## src/rtl/rtc_bus_responder.sv

```systemverilog
// Bridges 68k bus cycles in the $DC0000-$DCFFFF window to one 16-bit SPI mode-0 frame each, terminated by DSACK0.
// Latency: strobe pin to DSACK0 low = 3 + 32*CLK_DIV clk cycles; DSACK0 high 3 cycles after AS rises, tristate 1 later.
// Backpressure: one transaction in flight; hits outside IDLE are ignored until AS has been seen high.
module rtc_bus_responder #(
    parameter int CLK_DIV = 4
) (
    input  logic        clk,
    input  logic        rst,
    input  logic [23:0] A,
    input  logic        RW,
    input  logic        AS,
    input  logic        DS,
    input  logic [7:0]  D_in,
    output logic [7:0]  D_out,
    output logic        D_oe,
    output logic        DSACK0,
    output logic        DSACK1,
    output logic        DSACK_oe,
    output logic        SPI2_CLK,
    output logic        SPI2_MOSI,
    input  logic        SPI2_MISO,
    output logic        SPI2_CS
);

    typedef enum logic [1:0] {
        IDLE,
        SHIFT,
        ACK,
        WAIT_NEG
    } state_t;

    localparam logic [3:0] DIV_LAST = 4'(CLK_DIV - 1);

    state_t      state_q, state_d;
    logic        as_meta_q, as_meta_d;
    logic        as_s_q, as_s_d;
    logic        ds_meta_q, ds_meta_d;
    logic        ds_s_q, ds_s_d;
    logic [3:0]  div_cnt_q, div_cnt_d;
    logic [4:0]  edge_cnt_q, edge_cnt_d;
    logic        sclk_q, sclk_d;
    logic        cs_n_q, cs_n_d;
    logic [15:0] tx_q, tx_d;
    logic [7:0]  rx_q, rx_d;
    logic        rw_q, rw_d;
    logic        gap_q, gap_d;
    logic        dsack0_q, dsack0_d;
    logic        dsack_oe_q, dsack_oe_d;
    logic        d_oe_q, d_oe_d;
    logic [7:0]  d_out_q, d_out_d;

    logic hit;
    logic unused_addr_bits;

    // Registers alias across A[15:6] and A[1:0].
    assign unused_addr_bits = ^{A[15:6], A[1:0]};
    assign hit = !as_s_q && !ds_s_q && (A[23:16] == 8'hDC);

    always_comb begin
        as_meta_d  = AS;
        as_s_d     = as_meta_q;
        ds_meta_d  = DS;
        ds_s_d     = ds_meta_q;
        state_d    = state_q;
        div_cnt_d  = div_cnt_q;
        edge_cnt_d = edge_cnt_q;
        sclk_d     = sclk_q;
        cs_n_d     = cs_n_q;
        tx_d       = tx_q;
        rx_d       = rx_q;
        rw_d       = rw_q;
        gap_d      = gap_q;
        dsack0_d   = dsack0_q;
        dsack_oe_d = dsack_oe_q;
        d_oe_d     = d_oe_q;
        d_out_d    = d_out_q;

        case (state_q)
            IDLE: begin
                // After an aborted frame, hold CS high one extra cycle before accepting a new hit.
                if (gap_q) begin
                    gap_d = 1'b0;
                end else if (hit) begin
                    state_d    = SHIFT;
                    cs_n_d     = 1'b0;
                    sclk_d     = 1'b0;
                    div_cnt_d  = 4'd0;
                    edge_cnt_d = 5'd0;
                    rw_d       = RW;
                    tx_d       = {RW, 3'b000, A[5:2], (RW ? 8'h00 : D_in)};
                end
            end
            SHIFT: begin
                if (div_cnt_q == DIV_LAST) begin
                    div_cnt_d  = 4'd0;
                    sclk_d     = !sclk_q;
                    edge_cnt_d = edge_cnt_q + 5'd1;
                    if (!sclk_q) begin
                        rx_d = {rx_q[6:0], SPI2_MISO};
                    end else begin
                        tx_d = {tx_q[14:0], 1'b0};
                        if (edge_cnt_q == 5'd31) begin
                            cs_n_d     = 1'b1;
                            edge_cnt_d = 5'd0;
                            if (!as_s_q) begin
                                state_d    = ACK;
                                dsack_oe_d = 1'b1;
                                dsack0_d   = 1'b0;
                                d_oe_d     = rw_q;
                                d_out_d    = rw_q ? rx_q : 8'h00;
                            end else begin
                                state_d = IDLE;
                                gap_d   = 1'b1;
                            end
                        end
                    end
                end else begin
                    div_cnt_d = div_cnt_q + 4'd1;
                end
            end
            ACK: begin
                if (as_s_q) begin
                    state_d  = WAIT_NEG;
                    dsack0_d = 1'b1;
                    d_oe_d   = 1'b0;
                    d_out_d  = 8'h00;
                end
            end
            WAIT_NEG: begin
                state_d    = IDLE;
                dsack_oe_d = 1'b0;
            end
            default: begin
                state_d = IDLE;
            end
        endcase
    end

    always_ff @(posedge clk) begin
        if (rst) begin
            state_q    <= IDLE;
            as_meta_q  <= 1'b1;
            as_s_q     <= 1'b1;
            ds_meta_q  <= 1'b1;
            ds_s_q     <= 1'b1;
            div_cnt_q  <= 4'd0;
            edge_cnt_q <= 5'd0;
            sclk_q     <= 1'b0;
            cs_n_q     <= 1'b1;
            tx_q       <= 16'h0000;
            rx_q       <= 8'h00;
            rw_q       <= 1'b0;
            gap_q      <= 1'b0;
            dsack0_q   <= 1'b1;
            dsack_oe_q <= 1'b0;
            d_oe_q     <= 1'b0;
            d_out_q    <= 8'h00;
        end else begin
            state_q    <= state_d;
            as_meta_q  <= as_meta_d;
            as_s_q     <= as_s_d;
            ds_meta_q  <= ds_meta_d;
            ds_s_q     <= ds_s_d;
            div_cnt_q  <= div_cnt_d;
            edge_cnt_q <= edge_cnt_d;
            sclk_q     <= sclk_d;
            cs_n_q     <= cs_n_d;
            tx_q       <= tx_d;
            rx_q       <= rx_d;
            rw_q       <= rw_d;
            gap_q      <= gap_d;
            dsack0_q   <= dsack0_d;
            dsack_oe_q <= dsack_oe_d;
            d_oe_q     <= d_oe_d;
            d_out_q    <= d_out_d;
        end
    end

    assign SPI2_CS   = cs_n_q;
    assign SPI2_CLK  = sclk_q;
    assign SPI2_MOSI = tx_q[15];
    assign DSACK0    = dsack0_q;
    assign DSACK1    = 1'b1;
    assign DSACK_oe  = dsack_oe_q;
    assign D_oe      = d_oe_q;
    assign D_out     = d_out_q;

endmodule

```

## config.mk

```make
export PLATFORM = sky130hd
export DESIGN_NAME = rtc_bus_responder
export DESIGN_NICKNAME = d
export VERILOG_FILES = /design/src/rtl/rtc_bus_responder.sv
export SDC_FILE = /design/constraint.sdc
export NUM_CORES = 1
export LEC_CHECK = 0
export BUFFER_PORTS_ARGS = -buffer_cell sky130_fd_sc_hd__buf_2
export CORE_MARGIN = 5
export CORE_UTILIZATION = 53
export CTS_CLUSTER_SIZE = 12
export DETAILED_ROUTE_END_ITERATION = 10
export GPL_ROUTABILITY_DRIVEN = 0
export PLACE_DENSITY = 0.77
export SLEW_MARGIN = 40
export SYNTH_ARGS = -nofsm -noshare
export SYNTH_HDL_FRONTEND = slang
export SYNTH_SLANG_ARGS = --single-unit
```

## constraint.sdc

```tcl
create_clock -name clk -period 2.8 [get_ports clk]
set_input_delay 0.56 -clock clk [delete_from_list [all_inputs] [get_ports clk]]
set_output_delay 0.56 -clock clk [all_outputs]
set_load 0.005 [all_outputs]
```

* After elaboration in Yosys (flattened, before gate mapping)
Index checks and enable logic that the tools add are counted.
Operators by class: reductions and logical operators 19, multiplexer cells 60, bitwise gates (word level) 2, add/sub/neg operators 2, eq/ne operators 14
Operators with widths (count):
- two-way mux 16 bit | 4
- two-way mux 8 bit | 7
- case mux 16 bit (2 select lines) | 1
- two-way mux 5 bit | 5
- two-way mux 1 bit | 23
- AND reduction 6 bit | 3
- inequality test 2 bit (second input constant) | 8
- case mux 8 bit (2 select lines) | 1
- AND reduction 5 bit | 3
- two-way mux 2 bit | 7
- two-way mux 4 bit | 3
- case mux 1 bit (2 select lines) | 6
- case mux 5 bit (2 select lines) | 1
- AND reduction 3 bit | 3
- == test 8 bit (second input constant) | 1
- case mux 2 bit (4 select lines) | 1
- case mux 4 bit (2 select lines) | 1
- nonzero test 2 bit | 3
- adder 5 x 1 -> 5 bit (second input constant) | 1
- == test 5 bit (second input constant) | 1
- adder 4 x 1 -> 4 bit (second input constant) | 1
- == test 2 bit (second input constant) | 2
- == test 4 x 2 -> 1 bit (second input constant) | 1
- AND reduction 4 bit | 1
- 5 further kinds | 9
Storage, ports and cells: input port bits 38, output and inout bits 15, bits in registers 54, word-level logic and storage cells 114

* Logic depth before layout (Yosys ltp)
Gate-level depths: netlist of run 1.
depth after elaboration 6, gate-level depth with buffers 8, mapped depth without buffers 7

* Worst setup path before layout of run 1
OpenSTA, ideal clock, no wires.
path type input -> register, start point input A[21], end point register div_cnt_q[2], setup slack 787 ps, stages 4, arrival time 1947 ps, path buffers 0, setup time 66 ps, data required time 2734 ps, cells stage by stage or4b_4 -> o41a_1 -> or3_1 -> a21oi_2
On the way: cells in the longest elaborated chain, start to end 4
Ends and longest elaborated chain:
- start: declaration | RTL line 9 | input logic [23:0] A,
- == test 8 bit | RTL line 57 | assign hit = !as_s_q && !ds_s_q && (A[23:16] == 8'hDC);
- logical AND 1 bit | RTL line 57
- inequality test 2 bit (no line)
- AND reduction 3 bit (no line)
- end signal: assignment | RTL line 164 | div_cnt_q <= div_cnt_d;
- end: declaration | RTL line 39 | logic [3:0] div_cnt_q, div_cnt_d;
Every way passes these cells. A chain may end at the register's enable or synchronous reset.

* Worst setup path after layout of run 1
start point register div_cnt_q[0], end point register tx_q[0]
On the way: cells in the longest elaborated chain, start to end 3
Ends and longest elaborated chain:
- == test 4 x 2 -> 1 bit | RTL line 94 | if (div_cnt_q == DIV_LAST) begin
- inequality test 2 bit (no line)
- AND reduction 5 bit (no line)
- end signal: assignment | RTL line 168 | tx_q <= tx_d;
- end: declaration | RTL line 43 | logic [15:0] tx_q, tx_d;
Every way passes these cells.

==> results.py, run 1 <==
metrics = {
    "final_layout": {
        "layout_common_cells": "dfxtp_1, buf_2, nand2_1, o21ai_0, a21oi_1",
        "areaGrowthSynthToFinish_pct": 15.11,
        "diodes": 0,
        "layout-drive-gt1-share_pct": 24.20,
        "final_common_cell": "dfxtp_1",
        "nNetsFinal": 321,
        "num-fill-cells": 361,
    },
    "grt": {
        "grt_overflow": 0,
        "grt_pass1_vias": 1752,
        "antenna_found_initial": 0,
        "grt_start_max_net_pins": 29,
        "grt_pass1_wl_mm": 7.686,
        "grt_usage_pct": 17.18,
    },
    "die": {
        "die_x_um": 75.68,
        "die_h_um": 75.68,
        "ioPinCount": 53,
        "die_area_sq_um": 5727,
        "initial_core_util_pct": 55.94,
        "core_area_sq_um": 4086,
        "rows": 23,
    },
    "clock_tree": {
        "clockRootBuffer": "clkbuf_8",
        "clock_latency_ns": 0.30,
        "numCtsBuffers": 5,
        "cts_tree": "done",
        "h-tree-depth": 2,
        "clk_pin_slew_ns": 0.09,
        "hold_buffers": 0,
        "postCtsSetupBuffers": 0,
        "clockBufferDepth": 2,
        "cts.sinks": 54,
        "cts_resized": 0,
    },
    "detailed_routing": {
        "via_per_inst": 5.622,
        "met3WireLength_um": 155,
        "drt-met1-wl_mm": 2.176,
        "routed_wl_mm": 4.502,
        "vias": 1861,
        "wl_per_cell_um": 13.60,
        "ant_nets": 0,
        "route.detailed.drc": 0,
        "first_iter_violations": 92,
        "dr.pass1.iters": 4,
        "highest_layer": "met4",
        "met2_length_mm": 2.109,
    },
    "placement": {
        "port_buffers": 39,
        "dp_hpwl_mm": 3.237,
    },
    "synth": {
        "synth_nets": 285,
        "yosysTopAreaCellShare_pct": 47.29,
        "async_reset_ff_share_pct": 0,
        "yosysUniqueCellTypes": 43,
        "yosys_warnings": 0,
        "synth_edf_count": 0,
        "ys_seq_area_share_pct": 47.29,
        "avgSynthCellArea_sq_um": 9.369,
        "synth_top_area_cell": "dfxtp_1",
        "synth-seq-cells": 54,
        "synth_ff_type": "dfxtp_1",
        "syn_inst": 244,
        "netlist_area_sq_um": 2286,
        "synth_area_leaders": "dfxtp_1, mux2i_1, o2bb2ai_1",
    },
    "setup_path": {
        "cp_slowest_cell": "or3b_1",
        "start_kind": "flop",
        "required_ns": 3.00,
        "crit_type": "flop to flop",
        "crit_path_end_kind": "flop",
        "crit_family": "compound AO/OA/AOI/OAI gates",
        "crit_buf_inv": 1,
        "critPathLaunch": "div_cnt_q[0]",
        "slowest_delay_ns": 0.52,
        "r2r_start": "div_cnt_q[0]",
        "crit_path_max_fanout": 15,
        "crit_arrival_ns": 2.45,
        "cp_cell_sequence": "ha_1 > or3b_1 > o21ai_0 > o32ai_1 > buf_4 > a22o_1",
    },
    "sta": {
        "whs_ns": 0.4147,
        "setup-tns-final_ns": 0,
        "setup_violations": 0,
        "finalCriticalPeriod_ns": 2.253,
        "drv_slew": 0,
        "max_freq_mhz": 443.9,
        "hold_viol": 0,
        "relSlewSlack_pct": 57.52,
        "worst_pin_slew_ns": 0.6359,
        "rsz0062_at_grt": "no",
        "clock_skew_ns": 0.005332,
        "period_share_pct": 80.45,
    },
    "min_path": {
        "min_path_type": "flop to flop",
        "min-delay-start": "ds_meta_q",
    },
    "flow_run": {
        "maxCapViolCount": 0,
    },
    "power_and_ir_drop": {
        "cellPowerDensity_nw_per_um2": 491.0,
        "leakagePower_nw": 1.122,
        "peakVddDrop_uv": 302.0,
    },
    "outcome": {
        "status": "finished clean",
    },
}
[metrics by stage]
step	instances	setup slack, ns	util [%]	area [sq um]	power, mW
final	331	0.5473	64.39	2631	1.292
after CTS	331	0.5833	64.39	2631	1.305
after global routing	331	0.3389	64.39	2631	1.344
after detailed placement	323	0.5839	61.82	2526	0.8418
after floorplan	244	0.7874	-	2286	0.8199
after global placement	323	0.5757	61.82	2526	0.8414
[report_power, final]
| part | internal (mW) | switching (mW) | total, mW |
|---|---|---|---|
| sequential | 0.770 | 0.00181 | 0.772 |
| combinational | 0.0253 | 0.0270 | 0.0523 |
| clock | 0.227 | 0.241 | 0.468 |
| total | 1.02 | 0.270 | 1.29 |
[Yosys cell counts, drive strengths merged, types with 2 or more instances]
| library cell | instances |
|---|---|
| a211oi | 2 |
| a21oi | 16 |
| a22o | 4 |
| a31o | 2 |
| a31oi | 2 |
| and3 | 3 |
| buf | 8 |
| clkbuf | 10 |
| dfxtp | 54 |
| ha | 3 |
| inv | 5 |
| mux2i | 14 |
| nand2 | 18 |
| nand2b | 5 |
| nand3 | 11 |
| nand3b | 2 |
| nor2 | 14 |
| nor3 | 4 |
| nor3b | 7 |
| nor4b | 2 |
| o21ai | 18 |
| o22ai | 4 |
| o2bb2ai | 12 |
| or2 | 6 |
| or3 | 3 |
[layer usage]
metal	vias up	global-route usage (%)
met3	5	3.298
met5	-	0
met2	30	27.90
met4	0	6.990
met1	867	22.46
li1	959	-
[logic make-up (layout without fill, tap and decap cells)]
kind of cell             after synthesis  after routing  synth area share [%]
multiplexers                          14             14                 6.130
AND/OR/NAND/NOR                       80             80                 19.21
adder cells (fa/ha/maj)                3              3                 1.642
flip-flops                            54             54                 47.29
buffers and inverters                 23             60                 4.215
AO/OA/AOI/OAI                         69             69                 21.35
other                                  1              1                0.1640
[sequential cells by signal, indices dropped and copies added, names as in the netlist, named ones only]
| name | flops |
|---|---|
| SPI2_CS | 1 |
| state_q | 1 |
| DSACK_oe | 1 |
| as_meta_q | 1 |
| ds_meta_q | 1 |
| DSACK0 | 1 |
| ds_s_q | 1 |
| gap_q | 1 |
| SPI2_CLK | 1 |
| edge_cnt_q | 5 |
| as_s_q | 1 |
| tx_q | 16 |
| rx_q | 8 |
| D_out | 8 |
| div_cnt_q | 4 |
| D_oe | 1 |
| rw_q | 1 |
[path summary, 6_finish.rpt]
check                 end  slack (ns)  depth (start not counted)
hold / removal     ds_s_q        0.41                          1
hold reg to reg    ds_s_q        0.41                          1
setup reg to reg  tx_q[0]        0.55                          6
setup / recovery  tx_q[0]        0.55                          6
[final cells by class]
class / instances / area [sq um] / area share (%)
multi-input combinational: 167 / 1109 / 42.13
sequential: 54 / 1081 / 41.08
timing repair buffer: 47 / 255.2 / 9.700
clock buffer: 7 / 96.34 / 3.661
tap: 50 / 62.56 / 2.378
inverter: 5 / 18.77 / 0.7133
clock inverter: 1 / 8.758 / 0.3329
(Power assumes the default switching activity.)
==> run 2: changes to the inputs <==
--- a/config.mk
+++ b/config.mk
@@ -5,9 +5,10 @@
 export SDC_FILE = /design/constraint.sdc
 export NUM_CORES = 1
 export LEC_CHECK = 0
+export ABC_AREA = 1
 export BUFFER_PORTS_ARGS = -buffer_cell sky130_fd_sc_hd__buf_2
 export CORE_MARGIN = 5
-export CORE_UTILIZATION = 53
+export CORE_UTILIZATION = 54
 export CTS_CLUSTER_SIZE = 12
 export DETAILED_ROUTE_END_ITERATION = 10
 export GPL_ROUTABILITY_DRIVEN = 0
==> constraint.sdc (replaced) <==
create_clock -name clk -period 2.1 [get_ports clk]
set_input_delay 0.42 -clock clk [delete_from_list [all_inputs] [get_ports clk]]
set_output_delay 0.42 -clock clk [all_outputs]
set_load 0.005 [all_outputs]
==> run 2 against run 1 <==
  * Synthesized cell count up 48%
  * Critical endpoint is now D_out[6]
  * Via count rose by 22%
  * Clock power up 27%
  * Largest power group unchanged
  * Die area increased by 8.9%
  * Sequential cell count unchanged
  * Global-route usage rose by 0.059 points
  * Critical path depth grew 5
  * Combinational power rose to 11 times the previous value
==> results.py, run 2 <==
metrics = {
    "setup_path": {
        "crit_arrival_ns": 1.97,
        "crit_buf_inv": 1,
        "crit_family": "simple AND/OR/NAND/NOR gates",
        "critPathLaunch": "edge_cnt_q[0]",
        "start_kind": "flop",
        "r2r_start": "edge_cnt_q[0]",
        "regToRegSetupSlack_ns": 0.34,
        "required_ns": 2.30,
        "slowest_delay_ns": 0.39,
        "r2r_cells": 11,
        "crit_path_max_fanout": 10,
        "cp.depth": 11,
        "crit_path_end_kind": "flop",
        "crit_top_cell": "nand2_1",
        "cp-endpoint": "D_out[6]",
        "cp_slowest_cell": "dfxtp_1",
        "crit_type": "flop to flop",
        "rr_endpoint": "D_out[6]",
        "cp_cell_sequence": "ha_1 > nand2_1 > nor2_1 > ha_1 > nand2_1 > nand2_1 > nand3_2 > nand2_4 > inv_4 > nand2_1 > a21oi_1",
    },
    "placement": {
        "dp_hpwl_mm": 3.532,
        "dpl-instance-area_sq_um": 2785,
        "port_buffers": 39,
    },
    "sta": {
        "drv_slew": 0,
        "setup_violations": 0,
        "hold_viol": 0,
        "rsz0062_at_grt": "no",
        "setup-tns-final_ns": 0,
        "clock_skew_ns": 0.007529,
        "finalCriticalPeriod_ns": 1.764,
        "max_freq_mhz": 566.8,
        "period_share_pct": 84.01,
    },
    "clock_tree": {
        "postCtsSetupBuffers": 0,
        "cts_tree": "done",
        "h-tree-depth": 2,
        "cts.sinks": 54,
        "clockRootBuffer": "clkbuf_8",
        "clk_pin_slew_ns": 0.10,
        "hold_buffers": 0,
        "clockBufferDepth": 2,
        "clock_latency_ns": 0.31,
        "cts_resized": 0,
        "numCtsBuffers": 5,
    },
    "die": {
        "initial_core_util_pct": 55.14,
        "core_area_sq_um": 4661,
        "die_h_um": 78.99,
        "ioPinCount": 53,
        "die_area_sq_um": 6239,
        "die_x_um": 78.99,
        "rows": 25,
    },
    "detailed_routing": {
        "vias": 2263,
        "via_per_inst": 4.996,
        "first_iter_violations": 132,
        "dr.pass1.iters": 4,
        "ant_nets": 0,
        "routed_wl_mm": 5.052,
        "wl_per_cell_um": 11.15,
        "route.detailed.drc": 0,
    },
    "synth": {
        "synth_area_leaders": "dfxtp_1, nand2_1, nor2_1",
        "syn_inst": 362,
        "async_reset_ff_share_pct": 0,
        "synth.most_common_cell": "nand2_1",
        "synth_edf_count": 0,
        "avgSynthCellArea_sq_um": 7.099,
        "netlist_area_sq_um": 2570,
        "synth-seq-cells": 54,
        "yosysTopAreaCellShare_pct": 42.06,
        "synth_ff_type": "dfxtp_1",
        "yosys_warnings": 0,
        "ys_seq_area_share_pct": 42.06,
        "yosysUniqueCellTypes": 32,
        "synth_commonest_cells": "nand2_1, dfxtp_1, nor2_1",
        "synth_nets": 403,
        "synth_top_area_cell": "dfxtp_1",
    },
    "power_and_ir_drop": {
        "cellPowerDensity_nw_per_um2": 791.5,
        "leakagePower_nw": 1.285,
        "peakVddDrop_uv": 435.4,
    },
    "final_layout": {
        "areaGrowthSynthToFinish_pct": 12.03,
        "fin_area_sq_um": 2879,
        "layout_common_cells": "nand2_1, dfxtp_1, nor2_1, buf_2, a21oi_1",
        "largest_reg_flops": 16,
        "nNetsFinal": 439,
        "final_common_cell": "nand2_1",
        "diodes": 0,
        "regMostFlops": "tx_q",
        "layout-drive-gt1-share_pct": 20.30,
    },
    "min_path": {
        "min_path_type": "input pin to flop",
    },
    "grt": {
        "antenna_found_initial": 0,
        "grt_overflow": 0,
        "grt_start_max_net_pins": 33,
        "grt_pass1_vias": 2071,
        "grt_usage_pct": 17.24,
        "grt_pass1_wl_mm": 8.776,
    },
    "flow_run": {
        "maxCapViolCount": 0,
    },
    "outcome": {
        "status": "finished clean",
    },
}
[run 2: layer usage]
| layer | routed length (um) | vias up | share of wire, % | track usage [%] |
|---|---|---|---|---|
| met5 | 0 | - | 0 | 0 |
| met4 | 93 | 0 | 1.8 | 6.873 |
| met3 | 239 | 9 | 4.7 | 3.401 |
| met2 | 2385 | 42 | 47 | 30.39 |
| met1 | 2333 | 984 | 46 | 20.44 |
| li1 | - | 1228 | - | - |
[run 2: worst min-delay path by stage]
stage	cells past startpoint	slack, ns	start	endpoint
3_5_place_dp	1	0.40	as_meta_q	as_s_q
4_1_cts	2	0.28	AS	as_meta_q
6_report	2	0.29	AS	as_meta_q
3_3_place_gp	1	0.40	ds_meta_q	ds_s_q
5_1_grt	2	0.28	AS	as_meta_q
2_1_floorplan	1	0.39	as_meta_q	as_s_q
[run 2: stage by stage]
step | hold WS [ns] | instances | utilization [%] | setup slack [ns] | power, mW
global route | 0.2847 | 453 | 61.77 | 0.1157 | 2.426
floorplan | 0.3895 | 362 | - | 0.5891 | 1.567
global placement | 0.3965 | 445 | 59.76 | 0.3559 | 1.701
detailed placement | 0.4012 | 445 | 59.76 | 0.3474 | 1.706
finish | 0.2870 | 453 | 61.77 | 0.3359 | 2.279
CTS | 0.2814 | 453 | 61.77 | 0.3076 | 2.303
[run 2: worst reg2reg max path, cell delays in order (launching register included)]
cell and delay (ns):
dfxtp_1 0.39, ha_1 0.19, nand2_1 0.07, nor2_1 0.10
ha_1 0.18, nand2_1 0.08, nand2_1 0.14, nand3_2 0.16
nand2_4 0.16, inv_4 0.07, nand2_1 0.07, a21oi_1 0.06
[run 2: logic make-up after synthesis]
family / Yosys count / share of synthesized area [%]
AND/OR/NAND/NOR: 194 / 33.84
adder cells (fa/ha/maj): 3 / 1.461
buffers and inverters: 46 / 8.714
other: 1 / 0.1459
AO/OA/AOI/OAI: 64 / 13.78
flip-flops: 54 / 42.06
[run 2: power by group]
| part | total, mW | switching [mW] | internal [mW] |
|---|---|---|---|
| logic | 0.595 | 0.409 | 0.186 |
| registers | 1.09 | 0.0349 | 1.06 |
| clock network | 0.593 | 0.352 | 0.241 |
[run 2: cell type report]
type / count / area [sq um]
Fill cell: 433 / 1782
Inverter: 29 / 111.4
Timing Repair Buffer: 46 / 260.3
Clock inverter: 3 / 25.02
Tap cell: 54 / 67.56
Multi-Input combinational cell: 262 / 1265
Clock buffer: 5 / 68.82
Sequential cell: 54 / 1081
==> run 3: changes to the inputs <==
--- a/config.mk
+++ b/config.mk
@@ -5,10 +5,10 @@
 export SDC_FILE = /design/constraint.sdc
 export NUM_CORES = 1
 export LEC_CHECK = 0
-export ABC_AREA = 1
+export ABC_AREA = 0
 export BUFFER_PORTS_ARGS = -buffer_cell sky130_fd_sc_hd__buf_2
 export CORE_MARGIN = 5
-export CORE_UTILIZATION = 54
+export CORE_UTILIZATION = 53
 export CTS_CLUSTER_SIZE = 12
 export DETAILED_ROUTE_END_ITERATION = 10
 export GPL_ROUTABILITY_DRIVEN = 0
==> constraint.sdc (replaced) <==
create_clock -name clk -period 1.8 [get_ports clk]
set_input_delay 0.36 -clock clk [delete_from_list [all_inputs] [get_ports clk]]
set_output_delay 0.36 -clock clk [all_outputs]
set_load 0.005 [all_outputs]
==> run 3 against run 2 <==
  * The run now ends with setup timing left
  * First-iteration DRC count increased by 7.6%
  * Total power decreased by 6.2%
  * Sequential share of layout area decreased by 2.8 points
  * Clock-buffer cell count unchanged
  * Final cell count decreased by 21%
  * Maximum frequency decreased by 5.1%
  * Utilization increased by 15 points
  * Critical path depth decreased by 3
  * Global-route usage increased by 2.1 points
  * Clock skew increased by 0.0011 ns
  * Largest power group unchanged
  * Highest routed layer unchanged
==> results.py, run 3 (synthesis results as in run 1) <==
metrics = {
    "outcome": {
        "status": "finished, violations left",
        "violations": "setup timing",
    },
    "grt": {
        "grt_pass1_wl_mm": 8.618,
        "grt_start_max_net_pins": 19,
        "grt_overflow": 0,
        "grt_pass1_vias": 1895,
        "grt_usage_pct": 19.30,
        "antenna_found_initial": 0,
    },
    "die": {
        "rows": 23,
        "initial_core_util_pct": 55.94,
        "die_area_sq_um": 5727,
        "die_x_um": 75.68,
        "core_area_sq_um": 4086,
        "ioPinCount": 53,
        "die_h_um": 75.68,
    },
    "placement": {
        "port_buffers": 39,
        "dpl-instance-area_sq_um": 2743,
        "dp_hpwl_mm": 3.694,
    },
    "final_layout": {
        "fin_area_sq_um": 3143,
        "nNetsFinal": 347,
        "largest_reg_flops": 16,
        "final_common_cell": "dfxtp_1",
        "regMostFlops": "tx_q",
        "layout_common_cells": "dfxtp_1, buf_2, buf_4, nand2_1, a21oi_1",
        "areaGrowthSynthToFinish_pct": 37.49,
        "layout-drive-gt1-share_pct": 43.65,
        "diodes": 0,
    },
    "sta": {
        "relSlewSlack_pct": 60.80,
        "worst_pin_slew_ns": 0.5881,
        "hold_viol": 0,
        "drv_slew": 0,
        "rsz0062_at_grt": "yes",
        "max_freq_mhz": 538.0,
        "period_share_pct": 103.3,
        "whs_ns": 0.2295,
        "setup-tns-final_ns": -0.2283,
        "setup_violations": 11,
        "clock_skew_ns": 0.008606,
        "finalWorstSetupSlack_ns": -0.05860,
        "finalCriticalPeriod_ns": 1.859,
    },
    "clock_tree": {
        "cts.sinks": 54,
        "cts_tree": "done",
        "numCtsBuffers": 5,
        "h-tree-depth": 2,
        "clock_latency_ns": 0.32,
        "clockRootBuffer": "clkbuf_8",
        "clk_pin_slew_ns": 0.11,
        "clockBufferDepth": 2,
    },
    "setup_path": {
        "crit_arrival_ns": 2.11,
        "r2r_cells": 8,
        "start_kind": "flop",
        "crit_type": "flop to flop",
        "crit_path_end_kind": "flop",
        "crit_path_max_fanout": 5,
        "required_ns": 2.05,
        "regToRegSetupSlack_ns": -0.06,
    },
    "detailed_routing": {
        "route.detailed.drc": 0,
        "ant_nets": 0,
        "first_iter_violations": 142,
        "wl_per_cell_um": 16.43,
        "vias": 2075,
        "dr.pass1.iters": 5,
        "routed_wl_mm": 5.867,
        "via_per_inst": 5.812,
    },
    "power_and_ir_drop": {
        "cellPowerDensity_nw_per_um2": 680.3,
        "power_mw": 2.138,
        "leakagePower_nw": 1.328,
        "peakVddDrop_uv": 528.9,
    },
    "flow_run": {
        "maxCapViolCount": 0,
    },
    "min_path": {
        "min_path_type": "input pin to flop",
        "hold_depth": 2,
    },
}
-- run 3: changes by cell type in the layout (fill, tap and decap cells not counted), moves of 8 or more --
| cell | delta |
|---|---|
| nand3_1 | -19 |
| o2bb2ai_1 | +8 |
| o21ai_0 | -16 |
| nor2_1 | -38 |
| inv_1 | -19 |
| mux2i_1 | +13 |
| nand2_1 | -75 |
| buf_4 | +18 |
| a21oi_1 | -18 |
-- run 3: metal layers --
layer  part of all wire, %  wire (um)  global-route usage (%)  vias to the layer above
met3                   5.0        295                   4.749                       13
met5                     0          0                       0                        -
met4                   1.9        112                   5.243                        0
li1                      -          -                       -                     1011
met1                    43       2516                   25.70                      991
met2                    50       2942                   31.35                       60
-- run 3: path summary, 6_finish.rpt --
check,end,start
hold reg to reg,as_s_q,as_meta_q
setup / recovery,D_out[1],div_cnt_q[0]
setup reg to reg,D_out[1],div_cnt_q[0]
hold / removal,ds_meta_q,DS
-- run 3: area by class of cell --
cell class / count / area, sq um
clock buffer: 5 / 68.82
inverter: 5 / 18.77
tap: 50 / 62.56
multi-input combinational: 167 / 1313
clock inverter: 3 / 47.55
timing repair buffer: 73 / 541.8
fill: 265 / 943.4
sequential: 54 / 1091
-- run 3: critical path, stage by stage (launching register included) --
cell and delay, ns:
dfxtp_2 0.37, ha_4 0.14, or3b_4 0.41, buf_6 0.15, o41ai_4 0.21, buf_6 0.18
clkbuf_16 0.16, nand3_2 0.07, o21ai_1 0.09
-- run 3: what timing repair did --
| item | 4_1_cts | 5_1_grt |
|---|---|---|
| hold endpoints to repair | 0 | 0 |
| cloned | 0 | 4 |
| setup buffers | 0 | 2 |
| hold buffers | 0 | 0 |
| endpoints found under the setup margin | 41 | 44 |
| resized for setup | 12 | 51 |
| pin swaps | 1 | 3 |
-- run 3: report_power, final --
| group | total (mW) | switching [mW] | internal, mW |
|---|---|---|---|
| Combinational | 0.0949 | 0.0493 | 0.0456 |
| Clock | 0.847 | 0.425 | 0.422 |
| Sequential | 1.20 | 0.00103 | 1.19 |
| Total | 2.14 | 0.475 | 1.66 |
-- run 3: per-stage QoR --
step	util, %	instances	setup WS, ns
5_1_grt	76.91	357	-0.09537
4_1_cts	70.76	351	-0.02091
2_1_floorplan	-	244	-0.01889
3_5_place_dp	67.12	343	-0.2260
6_report	76.91	357	-0.05860
3_3_place_gp	67.12	343	-0.1968
